--- config.mk ---
export PLATFORM = sky130hd
export DESIGN_NAME = frame_timing_gen
export DESIGN_NICKNAME = d
export VERILOG_FILES = /design/src/rtl/ftg_pkg.sv /design/src/rtl/ftg_pattern.sv /design/src/rtl/frame_timing_gen.sv
export SDC_FILE = /design/constraint.sdc
export NUM_CORES = 1
export LEC_CHECK = 0
export ABC_AREA = 1
export BUFFER_PORTS_ARGS = -buffer_cell sky130_fd_sc_hd__clkbuf_2
export CAP_MARGIN = 20
export CORE_MARGIN = 1
export CORE_UTILIZATION = 60
export CTS_CLUSTER_DIAMETER = 100
export DETAILED_ROUTE_END_ITERATION = 16
export PLACE_DENSITY = 0.92
export SLEW_MARGIN = 10
export SYNTH_ARGS = -nofsm -noshare
export SYNTH_HDL_FRONTEND = slang
export SYNTH_SLANG_ARGS = --single-unit
--- constraint.sdc ---
create_clock -name iCLK -period 7 [get_ports iCLK]
set_input_delay 1.4 -clock iCLK [delete_from_list [all_inputs] [get_ports iCLK]]
set_output_delay 1.4 -clock iCLK [all_outputs]
set_load 0.02 [all_outputs]
--- src/rtl/ftg_pkg.sv ---
// ----------------------------------------------------------------------------
// ftg_pkg
// Shared types and constants for the frame timing generator (camera sensor
// emulator).
//   - ftg_state_e     : timing FSM states (IDLE, LEAD, LINE, HBLANK, VBLANK)
//   - FTG_DW_DEFAULT  : default pixel data width
//   - ftg_bayer_e     : Bayer colour selected by {row[0], col[0]}
//   - BAR_R/G/B       : 8-entry colour-bar level table, present only when
//                       FTG_COLOR_BAR_EN is defined
// Configuration macro: FTG_COLOR_BAR_EN (colour-bar pattern instead of ramp).
// ----------------------------------------------------------------------------
package ftg_pkg;

    localparam int FTG_DW_DEFAULT = 12;

    typedef enum logic [2:0] {
        IDLE   = 3'd0,
        LEAD   = 3'd1,
        LINE   = 3'd2,
        HBLANK = 3'd3,
        VBLANK = 3'd4
    } ftg_state_e;

    // Bayer mosaic: even rows are G/R, odd rows are B/G.
    typedef enum logic [1:0] {
        BAYER_G0 = 2'b00,
        BAYER_R  = 2'b01,
        BAYER_B  = 2'b10,
        BAYER_G1 = 2'b11
    } ftg_bayer_e;

`ifdef FTG_COLOR_BAR_EN
    localparam int FTG_NUM_BARS = 8;

    typedef logic [FTG_DW_DEFAULT-1:0] ftg_level_t;

    // 75% colour bars: white, yellow, cyan, green, magenta, red, blue, black.
    localparam ftg_level_t BAR_R [FTG_NUM_BARS] = '{
        12'hBFF, 12'hBFF, 12'h040, 12'h040, 12'hBFF, 12'hBFF, 12'h040, 12'h040
    };
    localparam ftg_level_t BAR_G [FTG_NUM_BARS] = '{
        12'hBFF, 12'hBFF, 12'hBFF, 12'hBFF, 12'h040, 12'h040, 12'h040, 12'h040
    };
    localparam ftg_level_t BAR_B [FTG_NUM_BARS] = '{
        12'hBFF, 12'h040, 12'hBFF, 12'h040, 12'hBFF, 12'h040, 12'hBFF, 12'h040
    };
`endif

endpackage

--- src/rtl/ftg_pattern.sv ---
// ----------------------------------------------------------------------------
// ftg_pattern
// Maps a pixel position to the pixel value and registers it, so oDATA lines up
// with the registered FVAL/LVAL/X/Y of the timing generator. The inputs are the
// timing generator's next-state values for that reason.
//   clk_i   : pixel clock
//   rst_ni  : synchronous active-low reset
//   x_i     : next pixel column
//   y_i     : next line index
//   lval_i  : next line-valid; data is forced to 0 outside active pixels
//   data_o  : registered pixel data
// Configuration macro: FTG_COLOR_BAR_EN selects the Bayer colour-bar pattern;
// otherwise the pattern is the linear ramp y*H_ACTIVE + x truncated to DW.
// ----------------------------------------------------------------------------
module ftg_pattern
    import ftg_pkg::*;
#(
    parameter int H_ACTIVE = 640,
    parameter int DW       = FTG_DW_DEFAULT
) (
    input  logic          clk_i,
    input  logic          rst_ni,
    input  logic [15:0]   x_i,
    input  logic [15:0]   y_i,
    input  logic          lval_i,
    output logic [DW-1:0] data_o
);

    logic [DW-1:0] data_d;
    logic [DW-1:0] data_q;

`ifdef FTG_COLOR_BAR_EN
    logic [2:0]  bar;
    ftg_bayer_e  sel;

    // The line is cut into 8 equal bars; within a bar the Bayer position picks
    // which colour channel's level is emitted.
    always_comb begin
        data_d = '0;
        bar    = 3'((32'(x_i) * 32'd8) / 32'(H_ACTIVE));
        sel    = ftg_bayer_e'({y_i[0], x_i[0]});
        if (lval_i) begin
            case (sel)
                BAYER_R: data_d = DW'(BAR_R[bar]);
                BAYER_B: data_d = DW'(BAR_B[bar]);
                default: data_d = DW'(BAR_G[bar]);
            endcase
        end
    end
`else
    // Ramp: each active pixel gets its raster index, wrapping silently at DW bits.
    always_comb begin
        data_d = '0;
        if (lval_i) begin
            data_d = DW'(32'(y_i) * 32'(H_ACTIVE) + 32'(x_i));
        end
    end
`endif

    always_ff @(posedge clk_i) begin
        if (!rst_ni) begin
            data_q <= '0;
        end else begin
            data_q <= data_d;
        end
    end

    assign data_o = data_q;

endmodule

--- src/rtl/frame_timing_gen.sv ---
// ----------------------------------------------------------------------------
// frame_timing_gen
// Emulates a CMOS sensor's FVAL/LVAL/DATA timing so the capture path can run
// without a physical camera. Frames are produced back to back while iEN is
// high; iEN is only looked at in IDLE and at the end of vertical blanking, so
// a frame in progress always completes.
//   iCLK        : pixel clock
//   iRST_N      : synchronous active-low reset (aborts any frame at once)
//   iEN         : frame generation enable
//   oFVAL       : frame valid
//   oLVAL       : line valid
//   oDATA       : pixel data, 0 whenever oLVAL is low
//   oX          : pixel column in the current line
//   oY          : line index in the current frame
//   oFrame_Cnt  : completed frames, wraps 0xFFFF -> 0
//   oFrame_Done : one-cycle pulse on the first cycle FVAL is low after a frame
// Configuration macro: FTG_COLOR_BAR_EN (colour-bar data instead of ramp;
// timing is identical in both builds).
// ----------------------------------------------------------------------------
module frame_timing_gen
    import ftg_pkg::*;
#(
    parameter int H_ACTIVE = 640,
    parameter int H_BLANK  = 16,
    parameter int V_ACTIVE = 480,
    parameter int V_BLANK  = 64,
    parameter int FV_LEAD  = 4,
    parameter int DW       = FTG_DW_DEFAULT
) (
    input  logic          iCLK,
    input  logic          iRST_N,
    input  logic          iEN,
    output logic          oFVAL,
    output logic          oLVAL,
    output logic [DW-1:0] oDATA,
    output logic [15:0]   oX,
    output logic [15:0]   oY,
    output logic [15:0]   oFrame_Cnt,
    output logic          oFrame_Done
);

    localparam int XW = (H_ACTIVE > 1) ? $clog2(H_ACTIVE) : 1;
    localparam int YW = (V_ACTIVE > 1) ? $clog2(V_ACTIVE) : 1;

    // One phase counter serves LEAD, HBLANK and VBLANK, so it is sized for
    // the longest of the three.
    localparam int PMAX = (FV_LEAD > H_BLANK)
                        ? ((FV_LEAD > V_BLANK) ? FV_LEAD : V_BLANK)
                        : ((H_BLANK > V_BLANK) ? H_BLANK : V_BLANK);
    localparam int PW   = (PMAX > 1) ? $clog2(PMAX) : 1;

    ftg_state_e    state_q, state_d;
    logic [PW-1:0] phase_q, phase_d;
    logic [XW-1:0] x_q, x_d;
    logic [YW-1:0] y_q, y_d;
    logic [15:0]   frameCnt_q, frameCnt_d;
    logic          done_q, done_d;
    logic          fval_q, fval_d;
    logic          lval_q, lval_d;

    // Next-state logic. The counters advance together with the state so that
    // every registered output shows the state entered on the same edge.
    always_comb begin
        state_d    = state_q;
        phase_d    = phase_q;
        x_d        = x_q;
        y_d        = y_q;
        frameCnt_d = frameCnt_q;
        done_d     = 1'b0;

        case (state_q)
            IDLE: begin
                if (iEN) begin
                    state_d = LEAD;
                    phase_d = '0;
                end
            end
            LEAD: begin
                if (phase_q == PW'(FV_LEAD - 1)) begin
                    state_d = LINE;
                    x_d     = '0;
                end else begin
                    phase_d = phase_q + 1'b1;
                end
            end
            LINE: begin
                if (x_q == XW'(H_ACTIVE - 1)) begin
                    x_d     = '0;
                    phase_d = '0;
                    if (y_q < YW'(V_ACTIVE - 1)) begin
                        state_d = HBLANK;
                    end else begin
                        // Frame is complete: the first VBLANK cycle carries the
                        // Done pulse and the updated frame count.
                        state_d    = VBLANK;
                        done_d     = 1'b1;
                        frameCnt_d = frameCnt_q + 16'd1;
                    end
                end else begin
                    x_d = x_q + 1'b1;
                end
            end
            HBLANK: begin
                if (phase_q == PW'(H_BLANK - 1)) begin
                    state_d = LINE;
                    y_d     = y_q + 1'b1;
                end else begin
                    phase_d = phase_q + 1'b1;
                end
            end
            VBLANK: begin
                if (phase_q == PW'(V_BLANK - 1)) begin
                    y_d     = '0;
                    phase_d = '0;
                    state_d = iEN ? LEAD : IDLE;
                end else begin
                    phase_d = phase_q + 1'b1;
                end
            end
            default: begin
                state_d = IDLE;
                phase_d = '0;
                x_d     = '0;
                y_d     = '0;
            end
        endcase

        fval_d = (state_d == LEAD) || (state_d == LINE) || (state_d == HBLANK);
        lval_d = (state_d == LINE);
    end

    always_ff @(posedge iCLK) begin
        if (!iRST_N) begin
            state_q    <= IDLE;
            phase_q    <= '0;
            x_q        <= '0;
            y_q        <= '0;
            frameCnt_q <= '0;
            done_q     <= 1'b0;
            fval_q     <= 1'b0;
            lval_q     <= 1'b0;
        end else begin
            state_q    <= state_d;
            phase_q    <= phase_d;
            x_q        <= x_d;
            y_q        <= y_d;
            frameCnt_q <= frameCnt_d;
            done_q     <= done_d;
            fval_q     <= fval_d;
            lval_q     <= lval_d;
        end
    end

    // The pattern stage registers its output, so it is fed next-state values.
    ftg_pattern #(
        .H_ACTIVE (H_ACTIVE),
        .DW       (DW)
    ) uPattern (
        .clk_i  (iCLK),
        .rst_ni (iRST_N),
        .x_i    (16'(x_d)),
        .y_i    (16'(y_d)),
        .lval_i (lval_d),
        .data_o (oDATA)
    );

    assign oFVAL       = fval_q;
    assign oLVAL       = lval_q;
    assign oX          = 16'(x_q);
    assign oY          = 16'(y_q);
    assign oFrame_Cnt  = frameCnt_q;
    assign oFrame_Done = done_q;

endmodule

==> flow_metrics.tcl <==
set metrics [dict create \
    clockBufferDepth 2 \
    crit_end "uPattern.data_o[11]$_SDFF_PN0_" \
    via_per_inst 5.37 \
    synth_edf_count 0 \
    core_area_sq_mm 0.00527 \
    synth_flop_cell "dfxtp_1" \
    grt_pass1_wl_um 13000 \
    antenna_found_initial 0 \
    synth_xor_area_frac 0.0415 \
    rows 26 \
    route.detailed.drc 0 \
    syn2layout_area_growth_pct 12.6 \
    die_h_um 77.0 \
    synth_top_family_by_area "simple AND/OR/NAND/NOR gates" \
    slew_headroom 0.599 \
    ioPinCount 66 \
    crit_family "simple AND/OR/NAND/NOR gates" \
    grt_pass1_vias 3034 \
    synth_simple_gate_area_frac 0.351 \
    syn-instance-count 498 \
    nFillCells 421 \
    drv_cap 0 \
    crit_buf_inv 2 \
    crit_required_ps 7250 \
    synthAdderAreaFrac 0.0430 \
    route.antenna.remaining_nets 0 \
    port_buffers 52 \
    cp-start-kind "flip-flop" \
    dieArea_sq_mm 0.00593 \
    via_count 3372 \
    clk_latency_ps 350 \
    synth_compound_area_frac 0.0926 \
    seq_area_frac_synth 0.350 \
    rr_worst_depth 18 \
    final_net_count 567 \
    critPathLaunch "phase_q[0]$_SDFFE_PN0P_" \
    place_hpwl_um 5800 \
    path_class "reg -> reg" \
    period_needed_ps 2980 \
    cts_resized 0 \
    initialDrtViolationCount 273 \
    cp_max_fo 6 \
    wire_per_inst_um 12.6 \
    setup_violations 0 \
    cts_setup_buffers 0 \
    cts_sinks 59 \
    synthArstFlopShare 0 \
    cts_buffers 9 \
    status "finished clean" \
    cts_root_buf "clkbuf_8" \
    cp.depth 18 \
    cts_tree "done" \
    drt_wl_total_um 7910 \
    worst_slew_pin_slew_ps 597 \
    cp_cell_sequence "ha_1 > nand3_1 > nor2_2 > nor2_1 > nor2_2 > nand2_1 > a22oi_2 > inv_1 > ha_1 > ha_1 > nand2_1 > nand2_1 > nand2_1 > inv_1 > nand3_1 > nand2_1 > nor2_1 > nor2_1" \
    synth_seq_cells 59 \
    critPathArrivalTime_ps 3230 \
    fin_hold_ws_ps 499 \
    grt_max_degree 21 \
    r2r_slack_ps 4020 \
    start_util 0.641 \
    path_common_cell "nand2_1" \
    max_freq_mhz 335 \
    slowest_delay_ps 400 \
    hold_viol 0 \
    r2r_end "uPattern.data_o[11]$_SDFF_PN0_" \
    grt_util_all_layers 0.278 \
    gp_congestion 0.885 \
    finClkSkew_ps 7.20 \
    p_leak_nw 1.70 \
    dr.pass1.iters 6 \
    min_period_over_period 0.426 \
    die_w_um 77.0 \
    drive_gt1_frac 0.190 \
    syn_area_sq_mm 0.00338 \
    fin_tns_setup_ps 0 \
    clk_pin_slew_worst_paths_ps 70 \
    yosysWarnings 0 \
    grt_remaining_overflow 0 \
    crit_path_end_kind "flip-flop" \
    slowest_stage "dfxtp_1" \
    powerDensity_mw_per_mm2 168 \
    cts_max_level 3 \
    regToRegStartpoint "phase_q[0]$_SDFFE_PN0P_" \
    ir_drop_uv 124 \
    synth.distinct_cells 37 \
    cts_hold_buf 0 \
    hp-class "reg -> reg" \
    rsz0062_at_grt "no" \
    antennaDiodeCount 0 \
    avgSynthCellArea_sq_um 6.78 \
    finalMaxSlewViolations 0 \
    synth_mux_area_frac 0 \
]
[final cells by class]
class / instances / area (sq um) / share of cell area
repair buffers: 53 / 268 / 0.0704
flip-flops and latches: 59 / 1180 / 0.310
inverters: 71 / 267 / 0.0700
multi-input cells: 359 / 1830 / 0.482
well taps: 70 / 87.6 / 0.0230
clock buffers: 9 / 124 / 0.0326
clock inverters: 7 / 43.8 / 0.0115
[per-stage QoR]
stage | total power (W) | setup WS (ps) | instance area, sq um | std cells | utilization
2_1_floorplan | 0.000374 | 4360 | 3420 | 510 | -
3_3_place_gp | 0.000374 | 4150 | 3640 | 612 | 0.690
3_5_place_dp | 0.000375 | 4060 | 3640 | 612 | 0.690
4_1_cts | 0.000638 | 4020 | 3800 | 628 | 0.722
5_1_grt | 0.000660 | 3750 | 3800 | 628 | 0.722
6_report | 0.000638 | 4020 | 3800 | 628 | 0.722
[tightest hold or removal path, stage by stage, from the launching register on]
cell     delay [ps]
dfxtp_1         330
nand2_1          70
a21oi_1          60
[cells in the final DEF, fill, tap and decap left out, types with 2 or more instances in the layout]
cell        Yosys  final
o21ai_0        15     15
a21oi_1        31     31
nand2_1       125    125
nand3_1        33     33
inv_2           5      5
clkbuf_2        0     52
ha_1           10     10
nand4_1         9      9
nor3_1          8      8
inv_1          66     66
or2_2           3      3
conb_1          1     13
nor2_1         54     54
nand3b_1        3      3
nor2_2         14     14
o22ai_1         2      2
clkinv_2        0      4
nand3_2         3      3
nor2_4          3      3
xnor2_1         6      6
clkbuf_8        0      9
nand2_2         5      5
clkinvlp_4      0      2
xor2_1         10     10
dfxtp_1        59     59
[cell families after synthesis]
family          after synthesis
simple gates                263
flops                        59
fa+ha+maj                    11
other cells                   1
buf+inv                      92
compound gates               56
xor+xnor                     16
[power breakdown]
part	switching, W	leakage (nW)	total [W]	internal, W
combinational	0.0000228	1.14	0.0000287	0.00000591
clock	0.000144	0.0852	0.000271	0.000127
sequential	0.00000167	0.476	0.000339	0.000337
total	0.000169	1.70	0.000638	0.000470
[layer usage]
layer  GRT usage  vias to the layer above  routed length (um)
met1       0.325                     1510                3220
li1            -                     1661                   -
met4       0.168                        0                 255
met5           0                        -                   0
met2       0.464                      173                3900
met3      0.0595                       28                 535
[synthesized netlist by cell type, types with 4 or more instances]
cell type	number	area, sq um
nand3_1	33	165
nand4_1	9	56.3
dfxtp_1	59	1180
nor2_1	54	203
xor2_1	10	87.6
a21oi_1	31	155
nor2_2	14	87.6
nand2_2	5	31.3
clkbuf_1	4	15.0
ha_1	10	125
nor3_1	8	40.0
inv_2	5	18.8
xnor2_1	6	52.6
nand2_1	125	469
o21ai_0	15	75.1
inv_1	66	248
buf_4	14	105
[sequential cells by signal, summed over array words and instances (netlist names)]
name and flops:
phase_q 6, oFVAL 1, x_q 10, y_q 9
state_q 3, oFrame_Cnt 16, oFrame_Done 1, uPattern.data_o 12
oLVAL 1
[worst min path at each step]
stage,from,to,slack [ps],cells after the start
after floorplan,phase_q[1]$_SDFFE_PN0P_,phase_q[1]$_SDFFE_PN0P_,460,2
after global placement,phase_q[1]$_SDFFE_PN0P_,phase_q[1]$_SDFFE_PN0P_,480,2
after detailed placement,phase_q[1]$_SDFFE_PN0P_,phase_q[1]$_SDFFE_PN0P_,480,2
after CTS,phase_q[1]$_SDFFE_PN0P_,phase_q[1]$_SDFFE_PN0P_,490,2
after global routing,phase_q[1]$_SDFFE_PN0P_,phase_q[1]$_SDFFE_PN0P_,520,2
final,phase_q[1]$_SDFFE_PN0P_,phase_q[1]$_SDFFE_PN0P_,500,2
Power figures use the tool's default switching activity.
